<file path="config.mk">
export PLATFORM = sky130hd
export DESIGN_NAME = param_downsampler
export DESIGN_NICKNAME = d
export VERILOG_FILES = /design/src/rtl/ds_pkg.sv /design/src/rtl/ds_line_acc.sv /design/src/rtl/param_downsampler.sv
export SDC_FILE = /design/constraint.sdc
export NUM_CORES = 1
export LEC_CHECK = 0
export ABC_AREA = 1
export BUFFER_PORTS_ARGS = -buffer_cell sky130_fd_sc_hd__buf_2
export CORE_MARGIN = 2
export CORE_UTILIZATION = 54
export CTS_BUF_LIST = sky130_fd_sc_hd__clkbuf_4 sky130_fd_sc_hd__clkbuf_8
export DETAILED_ROUTE_END_ITERATION = 16
export GPL_TIMING_DRIVEN = 0
export PLACE_DENSITY_LB_ADDON = 0.15
export SYNTH_ARGS = -nofsm -noshare
export SYNTH_HDL_FRONTEND = slang
export SYNTH_SLANG_ARGS = --single-unit
</file>
<file path="constraint.sdc">
create_clock -name clock -period 1.8 [get_ports clock]
set_input_delay 0.36 -clock clock [delete_from_list [all_inputs] [get_ports clock]]
set_output_delay 0.36 -clock clock [all_outputs]
set_load 0.05 [all_outputs]
</file>
<file path="src/rtl/ds_pkg.sv">
// Shared definitions for the parameterised raster downsampler.
//   DEF_*    : default frame geometry (800x600 active in an 840x640 frame)
//   cnt_w    : bit width of a counter that spans 0..total-1
//   phase_is : tests the low FACTOR_LOG2 bits of a position against a phase
package ds_pkg;

  localparam int DEF_H_ACTIVE = 800;
  localparam int DEF_V_ACTIVE = 600;
  localparam int DEF_H_TOTAL  = 840;
  localparam int DEF_V_TOTAL  = 640;

  function automatic int cnt_w(input int total);
    return (total > 1) ? $clog2(total) : 1;
  endfunction

  // With flog2 == 0 the mask is empty, so every position matches phase 0.
  function automatic logic phase_is(input logic [31:0] pos, input int flog2,
                                    input int ph);
    logic [31:0] mask;
    mask = (32'd1 << flog2) - 32'd1;
    return (pos & mask) == (32'(ph) & mask);
  endfunction

endpackage

</file>
<file path="src/rtl/ds_line_acc.sv">
// Line accumulator for block averaging: one entry per output column.
// Each write is a read-modify-write of the addressed entry in a single cycle;
// the entry's updated value is also captured in the registered output.
//   clock, reset : system clock, synchronous active-high reset (output only)
//   we           : perform the read-modify-write this cycle
//   clr          : treat the old entry as zero (first row of a block)
//   idx          : entry index (output column)
//   add          : value added to the entry
//   sum          : registered updated value of the last written entry
module ds_line_acc import ds_pkg::*; #(
  parameter int ENTRIES = 400,
  parameter int SUM_W   = 10
) (
  input  logic                       clock,
  input  logic                       reset,
  input  logic                       we,
  input  logic                       clr,
  input  logic [cnt_w(ENTRIES)-1:0]  idx,
  input  logic [SUM_W-1:0]           add,
  output logic [SUM_W-1:0]           sum
);

  // Storage needs no reset: every entry is overwritten (clr) on the first
  // row of each block before it is ever read back.
  logic [SUM_W-1:0] mem [ENTRIES];
  logic [SUM_W-1:0] nxt;

  assign nxt = (clr ? '0 : mem[idx]) + add;

  always_ff @(posedge clock) begin
    if (we) mem[idx] <= nxt;
  end

  always_ff @(posedge clock) begin
    if (reset)   sum <= '0;
    else if (we) sum <= nxt;
  end

endmodule

</file>
<file path="src/rtl/param_downsampler.sv">
// Raster downsampler: decimates a pixel stream by F = 2^FACTOR_LOG2 in both
// axes, generating the blanking region from the total frame geometry.
// Build option DOWNSAMPLER_AVG_EN: emit the mean of each FxF block instead of
// point-sampling its top-left pixel.
//   clock, reset   : system clock, synchronous active-high reset
//   valid, data    : input pixel stream (valid ignored in blanking)
//   sync_clear     : frame resync, the current pixel is taken as (0,0)
//   dataout        : output pixel, 0 in blanking
//   validout       : output sample strobe
//   blankingregion : registered blanking flag of the sampled position
//   sof, eol       : first kept pixel of a frame / last kept pixel of a line
module param_downsampler import ds_pkg::*; #(
  parameter int DATA_W      = 8,
  parameter int H_ACTIVE    = DEF_H_ACTIVE,
  parameter int V_ACTIVE    = DEF_V_ACTIVE,
  parameter int H_TOTAL     = DEF_H_TOTAL,
  parameter int V_TOTAL     = DEF_V_TOTAL,
  parameter int FACTOR_LOG2 = 1
) (
  input  logic              clock,
  input  logic              reset,
  input  logic              valid,
  input  logic [DATA_W-1:0] data,
  input  logic              sync_clear,
  output logic [DATA_W-1:0] dataout,
  output logic              validout,
  output logic              blankingregion,
  output logic              sof,
  output logic              eol
);

  localparam int F  = 1 << FACTOR_LOG2;
  localparam int CW = cnt_w(H_TOTAL);
  localparam int RW = cnt_w(V_TOTAL);

  // Point sampling keeps the first pixel of each block; averaging emits on
  // the last one, once the whole block has been summed.
`ifdef DOWNSAMPLER_AVG_EN
  localparam int KEEP_PH = F - 1;
  localparam int EOL_COL = H_ACTIVE - 1;
`else
  localparam int KEEP_PH = 0;
  localparam int EOL_COL = H_ACTIVE - F;
`endif

  localparam logic [CW-1:0] COL_LAST = CW'(H_TOTAL - 1);
  localparam logic [RW-1:0] ROW_LAST = RW'(V_TOTAL - 1);

  logic [CW-1:0] col, pcol, col_n;
  logic [RW-1:0] row, prow, row_n;
  logic          blank_c, adv, keep;

  // Resync substitutes (0,0) as the sampled position; advancing from there
  // yields col = adv ? 1 : 0, row = 0.
  assign pcol    = sync_clear ? '0 : col;
  assign prow    = sync_clear ? '0 : row;
  assign blank_c = (prow >= RW'(V_ACTIVE)) || (pcol >= CW'(H_ACTIVE));
  assign adv     = valid || blank_c;
  assign keep    = adv && phase_is(32'(pcol), FACTOR_LOG2, KEEP_PH)
                       && phase_is(32'(prow), FACTOR_LOG2, KEEP_PH);

  always_comb begin
    col_n = pcol;
    row_n = prow;
    if (adv) begin
      if (pcol == COL_LAST) begin
        col_n = '0;
        row_n = (prow == ROW_LAST) ? '0 : prow + 1'b1;
      end else begin
        col_n = pcol + 1'b1;
      end
    end
  end

  always_ff @(posedge clock) begin
    if (reset) begin
      col            <= '0;
      row            <= '0;
      validout       <= 1'b0;
      blankingregion <= 1'b0;
      sof            <= 1'b0;
      eol            <= 1'b0;
    end else begin
      col            <= col_n;
      row            <= row_n;
      validout       <= keep;
      blankingregion <= blank_c;
      sof            <= keep && !blank_c && prow == RW'(KEEP_PH)
                                         && pcol == CW'(KEEP_PH);
      eol            <= keep && !blank_c && pcol == CW'(EOL_COL);
    end
  end

`ifdef DOWNSAMPLER_AVG_EN
  localparam int HS_W    = DATA_W + FACTOR_LOG2;
  localparam int SUM_W   = DATA_W + 2 * FACTOR_LOG2;
  localparam int ENTRIES = H_ACTIVE / F;
  localparam int IW      = cnt_w(ENTRIES);

  logic             act_pix;
  logic             col_first, col_last, row_first;
  logic [HS_W-1:0]  hsum, hrow;
  logic [SUM_W-1:0] acc_sum;
  logic [IW-1:0]    idx;

  assign act_pix   = valid && !blank_c;
  assign col_first = phase_is(32'(pcol), FACTOR_LOG2, 0);
  assign col_last  = phase_is(32'(pcol), FACTOR_LOG2, F - 1);
  assign row_first = phase_is(32'(prow), FACTOR_LOG2, 0);
  assign idx       = IW'(pcol >> FACTOR_LOG2);

  // Horizontal partial sum restarts on the first column of every block, so
  // a resync or reset needs no flush.
  assign hrow = (col_first ? '0 : hsum) + HS_W'(data);

  always_ff @(posedge clock) begin
    if (reset)        hsum <= '0;
    else if (act_pix) hsum <= hrow;
  end

  ds_line_acc #(
    .ENTRIES (ENTRIES),
    .SUM_W   (SUM_W)
  ) u_acc (
    .clock (clock),
    .reset (reset),
    .we    (act_pix && col_last),
    .clr   (row_first),
    .idx   (idx),
    .add   (SUM_W'(hrow)),
    .sum   (acc_sum)
  );

  // Mean = sum >> 2*FACTOR_LOG2, i.e. the top DATA_W bits of the sum. The
  // sum register is one cycle behind its pixel, same as the flags.
  assign dataout = blankingregion ? '0 : acc_sum[SUM_W-1 -: DATA_W];
`else
  always_ff @(posedge clock) begin
    if (reset) dataout <= '0;
    else       dataout <= blank_c ? '0 : data;
  end
`endif

endmodule

</file>
==> out/metrics.csv <==
metric,value,unit
setup TNS,0,ns
initial antenna violation count,0,
clk_lat worst skew,0.33,ns
Vias/cell,5.09,
final net count,309,
most frequent CP cell,inv_2,
Worst-path clk slew,0.11,ns
CTS max path bufs,2,
# diodes,0,
register bit total from synthesis,32,
layout cell share with drive strength beyond 1,0.273,
ANT nets after route,0,
synth unique cells,33,
Detailed Routing Iterations Pass 1,6,
hold_ws,0.227,ns
hold buffer count at cts,0,
final WL,4210,um
Critical path origin,sync_clear,
r2r setup slk,0.14,ns
die area,4020,um^2
capture point of the critical path,row[9]$_SDFF_PP0_,
Die X,63.4,um
H-tree depth,2,
chip height,63.4,um
vias in the first global route,1599,
crit path launch type,primary input,
Placed Cells,327,
post-detail-place hpwl,3070,um
Wirelength per Cell,12.4,um
clock skew,0.0101,ns
"Hold Vio Cnt, Final",0,
CTS sink cnt,32,
max_slew headroom,0.677,
Setup CP Type,primary input to flip-flop,
CP peak stage delay,0.18,ns
IO Port Bufs,21,
P&R area growth vs syn,17.6,%
Worst Path Max Fanout,10,
register area share after synthesis,0.337,
Pwr Density,679,nW/um^2
crit path max-delay cell type,nor2_8,
Cells after Synth,260,
total grt overflow,0,
total track usage,0.231,
cell area after synthesis,1900,um^2
Worst Path Required,2.03,ns
critical path data arrival time,1.93,ns
initial core utilization,0.566,
Cell Rows,21,
DR vias,1725,
core footprint,3360,um^2
Tcrit/Tclk final,0.944,
gp weighted congestion,0.899,
Crit Reg-Reg Endpoint,row[9]$_SDFF_PP0_,
Max IR drop VDD,572,uV
"Slew Viols, Final",0,
Yosys warning count,0,
Starting DRT DRC Count,99,
"Net Count, Synth",277,
Final Setup Violations,0,
Worst Tran Pin Value,0.485,ns
pin count of the biggest net entering global routing,11,
syn_area_per_cell,7.32,um^2
critical-path cell list,"buf_6, inv_4, buf_12, nand2_2, inv_2, ha_4, nand4_4, nor2_8, nor2_2, inv_2, nand2_1, o21ai_0, nor2_1",
fmax,589,MHz
max_cap viols,0,
Root Driver,clkbuf_4,
IO Count,24,
Finished Layout Cells,339,
R2R cell count,10,
clock period minus worst slack,1.70,ns
Setup crit end kind,flip-flop,
worst hold path class,primary input to flip-flop,
first-pass GRT wire length,7220,um
r2r startpoint,col[1]$_SDFF_PP0_,
Fillers,322,
CTS tree,yes,
static leakage,1.10,nW
status,finished clean,
Remaining DRCs,0,
Num CTS Buffers,5,
[critical path: cells and delay by family]
| kind | cells | cell delay [ns] |
|---|---|---|
| fa+ha+maj | 1 | 0.16 |
| buf+inv | 5 | 0.61 |
| simple gates | 6 | 0.68 |
| compound gates | 1 | 0.09 |
[state kept, by name, indices dropped and copies added (netlist names)]
name and cells:
col 10, dataout 8, row 10, blankingregion 1
validout 1, sof 1, eol 1
[cell families (layout without fill, tap and decap cells)]
kind of cell | count (synthesis) | after routing | synth area share
adder cells (fa/ha/maj) | 5 | 5 | 0.0329
flip-flops | 32 | 32 | 0.337
AND/OR/NAND/NOR | 149 | 149 | 0.435
XOR/XNOR | 2 | 2 | 0.00921
AO/OA/AOI/OAI | 22 | 22 | 0.0579
buffers and inverters | 50 | 83 | 0.128
[layer usage]
layer | global-route usage | wire, um | vias to the layer above
li1 | - | - | 891
met1 | 0.314 | 2030 | 762
met2 | 0.343 | 1790 | 63
met3 | 0.0625 | 287 | 9
met4 | 0.101 | 97 | 0
met5 | 0 | 0 | -
[cells in the mapped netlist]
library cell  number  area share
nand2_1           49       0.097
inv_1             37       0.073
dfxtp_1           32        0.34
nor2_1            31       0.061
nand3_1           21       0.055
a21oi_1           14       0.037
nand4_1            9       0.030
o21ai_0            8       0.021
nand2_2            7       0.023
ha_1               5       0.033
nor2_2             5       0.016
inv_2              4      0.0079
nand2_4            4       0.024
nor2_4             4       0.024
nand3_4            3       0.028
nor3_1             3      0.0079
nor4_1             3      0.0099
buf_12             2       0.021
buf_6              2       0.012
inv_4              2      0.0066
nand3b_1           2      0.0079
nand4_2            2       0.013
and2_1             1      0.0033
buf_4              1      0.0039
clkbuf_1           1      0.0020
clkinv_1           1      0.0020
nand3_2            1      0.0053
nand4_4            1       0.011
nor2_8             1       0.011
nor3_2             1      0.0053
nor3b_1            1      0.0039
xnor2_1            1      0.0046
xor2_1             1      0.0046
[power by group]
| part | total [mW] | switching, mW | leakage [nW] | internal, mW |
|---|---|---|---|---|
| clock | 0.625 | 0.256 | 0.0515 | 0.369 |
| sequential | 0.728 | 0.00461 | 0.261 | 0.723 |
| combinational | 0.166 | 0.115 | 0.787 | 0.0511 |
| total | 1.52 | 0.376 | 1.10 | 1.14 |
[stage by stage]
stage / area, um^2 / total power, mW / utilization / worst slack, ns
6_report: 2240 / 1.52 / 0.666 / 0.101
3_5_place_dp: 2090 / 0.905 / 0.621 / -0.307
3_3_place_gp: 2090 / 0.904 / 0.621 / -0.295
4_1_cts: 2190 / 1.53 / 0.652 / 0.0501
2_1_floorplan: 1930 / 0.865 / - / 0.0114
5_1_grt: 2240 / 1.58 / 0.666 / -0.00438
[worst min-delay path by stage]
stage | startpoint | end | slack [ns] | depth (start not counted)
6_report | data[6] | dataout[6]$_SDFF_PP0_ | 0.23 | 3
5_1_grt | data[6] | dataout[6]$_SDFF_PP0_ | 0.21 | 3
4_1_cts | data[6] | dataout[6]$_SDFF_PP0_ | 0.22 | 3
3_5_place_dp | row[4]$_SDFF_PP0_ | row[4]$_SDFF_PP0_ | 0.55 | 2
3_3_place_gp | row[4]$_SDFF_PP0_ | row[4]$_SDFF_PP0_ | 0.55 | 2
2_1_floorplan | data[0] | dataout[0]$_SDFF_PP0_ | 0.47 | 2
[repair_timing]
item / 4_1_cts / 5_1_grt
setup endpoints to repair: 5 / 7
gates resized for setup: 2 / 4
pin swaps: 0 / 1
setup buffers: 0 / 4
[cell usage in the layout (no fill, tap or decap), drive strengths merged]
cell	n
xnor2	1
clkbuf	8
clkinv	1
nor4	3
ha	5
nand4	12
nand3	25
a21oi	14
nand3b	2
inv	43
nor3b	1
o21ai	8
and2	1
dfxtp	32
buf	30
bufinv	1
nor2	41
nor3	4
xor2	1
nand2	60
[final cells by class]
| type | instances | area (um^2) | area share |
|---|---|---|---|
| plain buffers | 6 | 73.8 | 0.0330 |
| clock buffers | 7 | 65.1 | 0.0291 |
| clock inverters | 1 | 30.0 | 0.0134 |
| inverters | 44 | 170 | 0.0760 |
| multi-input cells | 178 | 1060 | 0.476 |
| flip-flops and latches | 32 | 642 | 0.287 |
| well taps | 46 | 57.6 | 0.0257 |
| repair buffers | 25 | 135 | 0.0604 |
Note: power is estimated with default switching activity, not from simulation.
